### config.mk
export PLATFORM = sky130hd
export DESIGN_NAME = pattern_gen
export DESIGN_NICKNAME = d
export VERILOG_FILES = /design/src/rtl/pattern_gen.sv
export SDC_FILE = /design/constraint.sdc
export NUM_CORES = 1
export LEC_CHECK = 0
export CAP_MARGIN = 0
export CORE_MARGIN = 4
export CORE_UTILIZATION = 50
export CTS_BUF_LIST = sky130_fd_sc_hd__clkbuf_2 sky130_fd_sc_hd__clkbuf_4 sky130_fd_sc_hd__clkbuf_8
export CTS_CLUSTER_DIAMETER = 200
export DETAILED_ROUTE_END_ITERATION = 10
export PLACE_DENSITY = 0.84
export SYNTH_ARGS = -nofsm -noshare
export SYNTH_HDL_FRONTEND = slang
export SYNTH_SLANG_ARGS = --single-unit
export TNS_END_PERCENT = 50
### constraint.sdc
create_clock -name clk_i -period 5.1 [get_ports clk_i]
set_clock_uncertainty 0.2 [all_clocks]
set_input_delay 0.765 -clock clk_i [delete_from_list [all_inputs] [get_ports clk_i]]
set_output_delay 0.765 -clock clk_i [all_outputs]
set_load 0.05 [all_outputs]
### src/rtl/pattern_gen.sv
// pattern_gen: test-pattern source for the DVI transmitter.
//
// The block takes the pixel coordinate from the sync generator and returns its RGB colour
// one pixel-clock cycle later. Patterns are colour bars, checkerboard, gradient and an
// optional bouncing box. A debounced push-button steps the pattern, and a step takes
// effect only at the frame boundary.
//
// Optional feature: define PATTERN_GEN_BOX_EN to compile in the bouncing-box mode (four
// modes). Without it there are three modes and mode_o never reads 3.
//
// Ports:
//   clk_i    pixel clock, rising edge
//   rst_ni   asynchronous active-low reset
//   x_i      current pixel x
//   y_i      current pixel y
//   next_i   raw push-button, high = pressed (asynchronous)
//   red_o    registered red for the coordinate sampled on the previous edge
//   green_o  registered green
//   blue_o   registered blue
//   mode_o   active pattern: 0 bars, 1 checker, 2 gradient, 3 box
//   frame_o  one-cycle pulse, registered copy of the frame tick
module pattern_gen #(
  parameter int unsigned H_ACTIVE        = 640,
  parameter int unsigned V_ACTIVE        = 480,
  parameter int unsigned BOX_SIZE        = 32,
  parameter int unsigned BOX_SPEED       = 4,
  parameter int unsigned DEBOUNCE_CYCLES = 16,
  parameter int unsigned X_POS_W         = 10,
  parameter int unsigned Y_POS_W         = 10,
  parameter int unsigned COLOR_W         = 8
) (
  input  logic               clk_i,
  input  logic               rst_ni,
  input  logic [X_POS_W-1:0] x_i,
  input  logic [Y_POS_W-1:0] y_i,
  input  logic               next_i,
  output logic [COLOR_W-1:0] red_o,
  output logic [COLOR_W-1:0] green_o,
  output logic [COLOR_W-1:0] blue_o,
  output logic [1:0]         mode_o,
  output logic               frame_o
);

  localparam int unsigned BAR_W = H_ACTIVE / 8;
  localparam int unsigned CNT_W = $clog2(DEBOUNCE_CYCLES);
`ifdef PATTERN_GEN_BOX_EN
  localparam logic [1:0] LAST_MODE = 2'd3;
`else
  localparam logic [1:0] LAST_MODE = 2'd2;
`endif

  // Button synchronizer and debouncer
  logic             sync_ff1;
  logic             sync_ff2;
  logic             db_level;
  logic [CNT_W-1:0] db_cnt;
  logic             db_hit;
  logic             db_rise;

  // Mode control
  logic       pending;
  logic [1:0] mode;
  logic       tick;
  logic       mode_step;

  // Colour datapath
  logic               visible;
  logic [2:0]         bar_idx;
  logic [COLOR_W-1:0] red_d;
  logic [COLOR_W-1:0] green_d;
  logic [COLOR_W-1:0] blue_d;

  assign tick = (x_i == '0) && (32'(y_i) == V_ACTIVE);

  // The synchronized value has differed from the debounced level for DEBOUNCE_CYCLES edges
  assign db_hit  = (sync_ff2 != db_level) && (db_cnt == CNT_W'(DEBOUNCE_CYCLES - 1));
  assign db_rise = db_hit && sync_ff2;

  // A press landing in the same cycle as the tick still counts for this frame
  assign mode_step = tick && (pending || db_rise);

  always_ff @(posedge clk_i or negedge rst_ni) begin
    if (!rst_ni) begin
      sync_ff1 <= 1'b0;
      sync_ff2 <= 1'b0;
      db_level <= 1'b0;
      db_cnt   <= '0;
    end else begin
      sync_ff1 <= next_i;
      sync_ff2 <= sync_ff1;
      if (sync_ff2 == db_level) begin
        db_cnt <= '0;
      end else if (db_hit) begin
        db_level <= sync_ff2;
        db_cnt   <= '0;
      end else begin
        db_cnt <= db_cnt + CNT_W'(1);
      end
    end
  end

  always_ff @(posedge clk_i or negedge rst_ni) begin
    if (!rst_ni) begin
      pending <= 1'b0;
      mode    <= 2'd0;
      frame_o <= 1'b0;
    end else begin
      frame_o <= tick;
      if (mode_step) begin
        pending <= 1'b0;
        mode    <= (mode == LAST_MODE) ? 2'd0 : mode + 2'd1;
      end else if (db_rise) begin
        // Extra presses while one is already pending are absorbed here
        pending <= 1'b1;
      end
    end
  end

  assign mode_o = mode;

`ifdef PATTERN_GEN_BOX_EN
  localparam logic [X_POS_W:0] LIMIT_X = (X_POS_W + 1)'(H_ACTIVE - BOX_SIZE);
  localparam logic [Y_POS_W:0] LIMIT_Y = (Y_POS_W + 1)'(V_ACTIVE - BOX_SIZE);
  localparam logic [X_POS_W:0] SPEED_X = (X_POS_W + 1)'(BOX_SPEED);
  localparam logic [Y_POS_W:0] SPEED_Y = (Y_POS_W + 1)'(BOX_SPEED);

  logic [X_POS_W:0] box_x;
  logic [Y_POS_W:0] box_y;
  logic             box_x_neg;
  logic             box_y_neg;
  logic             in_box;

  // One extra bit of headroom keeps box + speed from wrapping near the right/bottom edge
  always_ff @(posedge clk_i or negedge rst_ni) begin
    if (!rst_ni) begin
      box_x     <= '0;
      box_y     <= '0;
      box_x_neg <= 1'b0;
      box_y_neg <= 1'b0;
    end else if (tick) begin
      if (!box_x_neg) begin
        if (box_x + SPEED_X >= LIMIT_X) begin
          box_x     <= LIMIT_X;
          box_x_neg <= 1'b1;
        end else begin
          box_x <= box_x + SPEED_X;
        end
      end else if (box_x <= SPEED_X) begin
        box_x     <= '0;
        box_x_neg <= 1'b0;
      end else begin
        box_x <= box_x - SPEED_X;
      end

      if (!box_y_neg) begin
        if (box_y + SPEED_Y >= LIMIT_Y) begin
          box_y     <= LIMIT_Y;
          box_y_neg <= 1'b1;
        end else begin
          box_y <= box_y + SPEED_Y;
        end
      end else if (box_y <= SPEED_Y) begin
        box_y     <= '0;
        box_y_neg <= 1'b0;
      end else begin
        box_y <= box_y - SPEED_Y;
      end
    end
  end

  assign in_box = (32'(x_i) >= 32'(box_x)) && (32'(x_i) < 32'(box_x) + BOX_SIZE) &&
                  (32'(y_i) >= 32'(box_y)) && (32'(y_i) < 32'(box_y) + BOX_SIZE);
`endif

  assign visible = (32'(x_i) < H_ACTIVE) && (32'(y_i) < V_ACTIVE);
  assign bar_idx = 3'(32'(x_i) / BAR_W);

  always_comb begin
    red_d   = '0;
    green_d = '0;
    blue_d  = '0;
    if (visible) begin
      case (mode)
        2'd0: begin
          // Bar order white, yellow, cyan, green, magenta, red, blue, black maps onto
          // the inverted index bits: red ~[1], green ~[2], blue ~[0]
          red_d   = {COLOR_W{~bar_idx[1]}};
          green_d = {COLOR_W{~bar_idx[2]}};
          blue_d  = {COLOR_W{~bar_idx[0]}};
        end
        2'd1: begin
          red_d   = {COLOR_W{x_i[5] ^ y_i[5]}};
          green_d = {COLOR_W{x_i[5] ^ y_i[5]}};
          blue_d  = {COLOR_W{x_i[5] ^ y_i[5]}};
        end
        2'd2: begin
          red_d   = COLOR_W'(x_i);
          green_d = COLOR_W'(y_i);
          blue_d  = COLOR_W'(32'(x_i) + 32'(y_i));
        end
`ifdef PATTERN_GEN_BOX_EN
        2'd3: begin
          red_d = {COLOR_W{in_box}};
        end
`endif
        default: ;
      endcase
    end
  end

  always_ff @(posedge clk_i or negedge rst_ni) begin
    if (!rst_ni) begin
      red_o   <= '0;
      green_o <= '0;
      blue_o  <= '0;
    end else begin
      red_o   <= red_d;
      green_o <= green_d;
      blue_o  <= blue_d;
    end
  end

endmodule

==> metrics.txt, run 1 <==
largest net degree at the start of global routing 36; # DRC 0; RSZ-0062 raised after global routing false; PD cells 256 nW/um2; Peak supply drop 0.110 mV; placed cell areas 2540 um2; P_int 0.000461 W; Slowest Stage Delay on Critical Path 0.74 ns; CTS Hold Bufs 0; crit-path cells clkdlybuf4s50_1 > nor2_4 > inv_2 > ha_1 > and2b_1 > a21o_1 > a31oi_1 > a21oi_1; Seq/Total Area, Yosys 43.1%; total clock sinks 35; Worst Setup SP x_i[7]; Via density 5.73; Vias 1,777; # nets final 296; Syn Area/Cell 9.45 um2; die height 71.7 um; synthesized cell area 2030 um2; vias in the first global route 1,715; Crit. End Element flop; CP startpoint kind primary input; design area 2620 um2; switching power share of the total 31.2%; Antenna diodes 0; Crit-path slowest cell clkdlybuf4s50_1; period utilisation layout 69.2%; total gr overflow 0; Clock Power Share 27.6%; Leak 1.16 nW; Wirelength per Cell 15.2 um; gpl congestion 0.950; I/O pin total 50; Synth cell types 55; Post-DRT Antenna Nets 0; clk_lat worst skew 0.28 ns; Synth Net Count 248; max cap viols 0; Die ar. 5150 um2; Max Freq 283 MHz; Slew headroom 34.3%; critical-path maximum fanout 19; Final Hold Fails 0; initial cell density of the core 53.5%; Worst-Margin Slew 0.982 ns; CTS tree built; placed wire-length estimate 3570 um; NetSw 0.000209 W; clock tree root buffer cell clkbuf_8; share of cells above drive strength 1 11.5%; most common cell after layout, fill and taps aside clkdlybuf4s50_1; min cycle time layout 3.53 ns; Reg-to-Reg Start mode_o[1]; Logic pwr share 28.0%; worst hold path type reg -> reg; final setup vio count 0; Clock Path Buffers 2; setup repair bufs after CTS 0; CP arrival 3.45 ns; Yosys warning total 0; Worst EP required 5.03 ns; area of the core 3800 um2; Post-CTS Resized 0; I/O Buffers 49; Worst-path clk slew 0.06 ns; Die Wd 71.7 um; CTS Buf Count 5; crit-path leading delay family compound AO/OA/AOI/OAI gates; drt pass-1 iters 4; status finished, final reports clean; Seq cells post-synth 35; Hold Startpoint sync_ff1; Buf+Inv Stages, Crit Path 2; total routed wirelength 4720 um; Rows 22; critical path class in -> reg; initial antenna violation count 0; Area Overhead vs Synth 28.8%; global-route wire length before repair 8180 um; TNS Setup 0 ns; Mapped Cells 215; fin util 68.9%; initial DRC count 115; most frequent cells in the layout clkdlybuf4s50_1, nand2_1, dfrtp_1, a21oi_1, o21ai_0; Final Max Slew Viols 0; H-tree level count 2; GRT Resource Usage Total 20.1%; Seq pwr share 44.4%
worst register-to-register path: stages, from the launching register on:
cell and delay, ns:
dfrtp_1 0.43, inv_1 0.13, nor2_1 0.77, o211ai_1 0.25
a21oi_2 0.21
cell type report:
| class | instances | area [um2] |
|---|---|---|
| Sequential cell | 35 | 876 |
| Clock buffer | 6 | 76.3 |
| Timing Repair Buffer | 50 | 498 |
| Tap cell | 48 | 60.1 |
| Multi-Input combinational cell | 163 | 1080 |
| Fill cell | 293 | 1180 |
| Inverter | 8 | 30.0 |
cells in the mapped netlist (all sizes together):
cell type | number | area share [%]
a31oi | 2 | 0.62
clkbuf | 4 | 0.74
o21ai | 12 | 3.0
or3b | 1 | 0.43
a22o | 1 | 0.43
xnor2 | 6 | 2.6
a21o | 3 | 1.5
o2111ai | 1 | 0.43
ha | 9 | 5.5
a211oi | 2 | 0.99
nor3 | 5 | 1.5
nor2 | 11 | 2.4
nand2 | 38 | 7.1
buf | 5 | 1.7
xor2 | 2 | 0.86
o211ai | 4 | 1.5
o41ai | 1 | 0.43
and3 | 3 | 0.92
or3 | 1 | 0.31
nor2b | 1 | 0.31
o22ai | 3 | 0.92
a32oi | 1 | 0.43
nor4 | 3 | 1.2
fa | 1 | 0.99
and2b | 1 | 0.37
a221oi | 2 | 1.5
or2 | 1 | 0.31
nand3 | 7 | 1.7
mux2 | 2 | 1.3
a211o | 1 | 0.43
inv | 8 | 1.5
a2bb2oi | 1 | 0.43
maj3 | 1 | 0.55
dfrtp | 35 | 43
a21oi | 24 | 7.4
a311o | 1 | 0.49
nand3b | 1 | 0.37
nand2b | 4 | 1.4
nand4b | 2 | 0.86
nand4 | 2 | 0.62
o21bai | 2 | 0.92
worst paths after layout:
check,end,slack (ns),cells after the start
setup / recovery,green_o[2],1.57,8
hold / removal,sync_ff2,0.16,0
setup reg to reg,blue_o[4],3.03,4
hold reg to reg,sync_ff2,0.16,0
max in group asynchronous,blue_o[7],3.71,2
min in group asynchronous,sync_ff1,0.69,2
power by group through the flow:
stage	sequential (W)	combinational, W	clock [W]
after global routing	0.000299	0.000203	0.000206
final	0.000298	0.000188	0.000185
after floorplan	0.000345	0.0000788	0
after CTS	0.000298	0.000188	0.000190
after global placement	0.000302	0.000184	0
after detailed placement	0.000303	0.000187	0
cell families (layout without fill, tap and decap cells):
family	Yosys count	count (layout)	synth area share [%]
simple gates	81	81	19.8
xor+xnor	8	8	3.45
flops	35	35	43.1
buf+inv	17	64	3.88
compound gates	61	61	21.3
fa+ha+maj	11	11	7.09
mux	2	2	1.29
sequential cells by signal (all words and copies together) (netlist names):
register  flops
pending       1
green_o       8
sync_ff2      1
db_cnt        4
blue_o        8
frame_o       1
db_level      1
sync_ff1      1
mode_o        2
red_o         8
metrics by stage:
stage / power, W / hold slack [ns] / worst slack, ns / instances
after floorplan: 0.000424 / 0.131 / 2.35 / 215
after global placement: 0.000487 / 0.136 / 1.42 / 304
after detailed placement: 0.000490 / 0.136 / 1.34 / 304
after CTS: 0.000676 / 0.172 / 1.64 / 310
after global routing: 0.000708 / 0.185 / 1.38 / 310
final: 0.000670 / 0.164 / 1.57 / 310
metal layers:
| metal | wire length (um) | GRT usage (%) |
|---|---|---|
| met5 | 0 | 0 |
| met4 | 43 | 6.68 |
| met3 | 247 | 4.77 |
| met2 | 2340 | 33.8 |
| met1 | 2090 | 25.4 |
(Power assumes the default switching activity.)
==> run 2: changes to the inputs <==
--- a/config.mk
+++ b/config.mk
@@ -7,11 +7,11 @@
 export LEC_CHECK = 0
 export CAP_MARGIN = 0
 export CORE_MARGIN = 4
-export CORE_UTILIZATION = 50
+export CORE_UTILIZATION = 46
 export CTS_BUF_LIST = sky130_fd_sc_hd__clkbuf_2 sky130_fd_sc_hd__clkbuf_4 sky130_fd_sc_hd__clkbuf_8
 export CTS_CLUSTER_DIAMETER = 200
 export DETAILED_ROUTE_END_ITERATION = 10
-export PLACE_DENSITY = 0.84
+export PLACE_DENSITY = 0.81
 export SYNTH_ARGS = -nofsm -noshare
 export SYNTH_HDL_FRONTEND = slang
 export SYNTH_SLANG_ARGS = --single-unit
==> constraint.sdc (replaced) <==
create_clock -name clk_i -period 2.9 [get_ports clk_i]
set_clock_uncertainty 0.2 [all_clocks]
set_input_delay 0.435 -clock clk_i [delete_from_list [all_inputs] [get_ports clk_i]]
set_output_delay 0.435 -clock clk_i [all_outputs]
set_load 0.05 [all_outputs]
==> run 2 against run 1 <==
Net effect: register-to-register slack lost 2.2 ns; core utilization decreased by 3.2 points; clock power up 130%; flip-flop and latch count unchanged; via count grew 2.3%; worst hold slack better by 0.00080 ns; first-iteration DRC count decreased by 16%; critical path depth is 2 higher; largest cell class unchanged; largest power group unchanged; highest routed layer unchanged.
==> metrics.txt, run 2 (synthesized netlist as in run 1, its figures left out) <==
Final Hold Fails 0 (unchanged); Leak 1.22 nW (+5.1%); final hold slack 0.165 ns (+0.000797 ns); CTS Hold Bufs 0 (unchanged); P_int 0.000905 W (+96%); I/O pin total 50 (unchanged); Reg-to-Reg Start db_cnt[0]; Worst EP required 2.85 ns (-2.18 ns); WHS Path Cells 0 (unchanged); period utilisation layout 88.3%; Rows 23 (+4.5%); Die Wd 74.4 um (+3.8%); total clock sinks 35 (unchanged); # nets final 305 (+3.0%); FF/Latch Area 876 um2 (unchanged); WHS Endpoint sync_ff2; Final Max Slew Viols 0 (unchanged); max cap viols 0 (unchanged); Area Overhead vs Synth 34.1%; Wirelength per Cell 15.0 um (-1.3%); placed wire-length estimate 3670 um (+2.9%); H-tree level count 2 (unchanged); Slew headroom 64.5% (+30 points); CTS Buf Count 5 (unchanged); most frequent cells in the layout clkdlybuf4s50_1, nand2_1, dfrtp_1, a21oi_1, o21ai_0; setup repair bufs after CTS 0 (unchanged); Crit. End Element flop; initial antenna violation count 0 (unchanged); largest net degree at the start of global routing 36 (unchanged); status finished, final reports clean; multi-input logic area 1080 um2 (unchanged); global-route wire length before repair 7880 um (-3.6%); Post-DRT Antenna Nets 0 (unchanged); Reg2Reg Depth 5 (+1); clk_lat worst skew 0.29 ns (about the same); min cycle time layout 2.56 ns; Vias 1,818 (+2.3%); CP arrival 2.52 ns (-0.93 ns); TNS Setup 0 ns (unchanged); initial cell density of the core 49.0% (-4.5 points); Logic pwr share 26.2% (-1.8 points); switching power share of the total 30.2% (-0.90 points); Peak supply drop 0.352 mV (+220%); PD cells 476 nW/um2 (+86%); critical path class in -> reg; total power 0.00130 W (+94%); die height 74.4 um (+3.8%); I/O Buffers 49 (unchanged); fillcell total 337 (+15%); worst reg2reg endpoint mode_o[0]; total routed wirelength 4850 um (+2.9%); CP startpoint kind primary input; Antenna diodes 0 (unchanged); GRT Resource Usage Total 18.6% (-1.6 points); vias in the first global route 1,695 (-1.2%); Worst-Margin Slew 0.532 ns (-0.451 ns); area of the core 4140 um2 (+9.1%); Post-CTS Resized 0 (unchanged); NetSw 0.000392 W (+88%); Die ar. 5540 um2 (+7.7%); RSZ-0062 raised after global routing false; final setup vio count 0 (unchanged); largest registers blue_o x8, green_o x8, red_o x8; clock tree root buffer cell clkbuf_8; Clock Path Buffers 2 (unchanged); drt pass-1 iters 4 (unchanged); Max Freq 390 MHz; Hold Startpoint sync_ff1; Seq pwr share 40.3% (-4.1 points); share of cells above drive strength 1 15.0% (+3.6 points); flop2flop setup slack 0.88 ns (-2.15 ns); total gr overflow 0 (unchanged); Via density 5.63 (-1.8%); Clock Power Share 33.5% (+5.9 points); initial DRC count 97 (-16%); Worst-path clk slew 0.07 ns (about the same); most common cell after layout, fill and taps aside clkdlybuf4s50_1; critical-path maximum fanout 8 (-11); gpl congestion 0.903 (-4.9%); CTS tree built; worst hold path type reg -> reg; # DRC 0 (unchanged)
run 2: cell count changes in the layout (fill, tap and decap cells not counted), sizes merged:
cell	change
bufinv	+1
buf	+9
clkbuf	-1
clkinv	+2
run 2: per-stage QoR:
stage | cells | setup slack, ns | utilization (%) | area, um2
after CTS | 323 | 0.348 | 65.7 | 2720
after global routing | 323 | 0.123 | 65.7 | 2720
after global placement | 315 | 0.0928 | 63.0 | 2610
after floorplan | 215 | 0.480 | - | 2030
final | 323 | 0.338 | 65.7 | 2720
after detailed placement | 315 | 0.0462 | 63.0 | 2610
run 2: how the worst max path moves through the flow:
stage	from	endpoint	slack, ns
2_1_floorplan	x_i[7]	blue_o[4]	0.48
3_3_place_gp	x_i[0]	blue_o[6]	0.09
3_5_place_dp	x_i[7]	red_o[5]	0.05
4_1_cts	x_i[7]	red_o[5]	0.35
5_1_grt	x_i[7]	red_o[5]	0.12
6_report	x_i[7]	red_o[3]	0.34
run 2: per-layer routing:
metal / vias up / part of all wire, % / global-route usage (%)
met3: 7 / 6.5 / 4.86
met5: - / 0 / 0
li1: 881 / - / -
met2: 59 / 49 / 28.6
met1: 871 / 44 / 25.7
met4: 0 / 1.0 / 5.53
run 2: worst max-delay path, cell delays in order:
cell and delay, ns:
clkdlybuf4s50_1 0.45, nor2_4 0.15, inv_2 0.07, ha_1 0.28
and2b_1 0.31, a211oi_2 0.10, o22ai_1 0.19, a221oi_2 0.10
o21bai_2 0.30, nand2_1 0.12
run 2: area by class of cell:
type                            count  area share [%]
Clock buffer                        5            2.53
Multi-Input combinational cell    163            39.5
Timing Repair Buffer               59            20.8
Inverter                            8            1.10
Clock inverter                      3            1.61
Tap cell                           50            2.30
Sequential cell                    35            32.2
run 2: power groups by stage:
stage | combinational (W) | clock [W] | sequential, W
after floorplan | 0.000139 | 0 | 0.000607
after global placement | 0.000334 | 0 | 0.000532
after detailed placement | 0.000338 | 0 | 0.000533
after CTS | 0.000340 | 0.000443 | 0.000523
after global routing | 0.000367 | 0.000468 | 0.000525
final | 0.000339 | 0.000434 | 0.000523
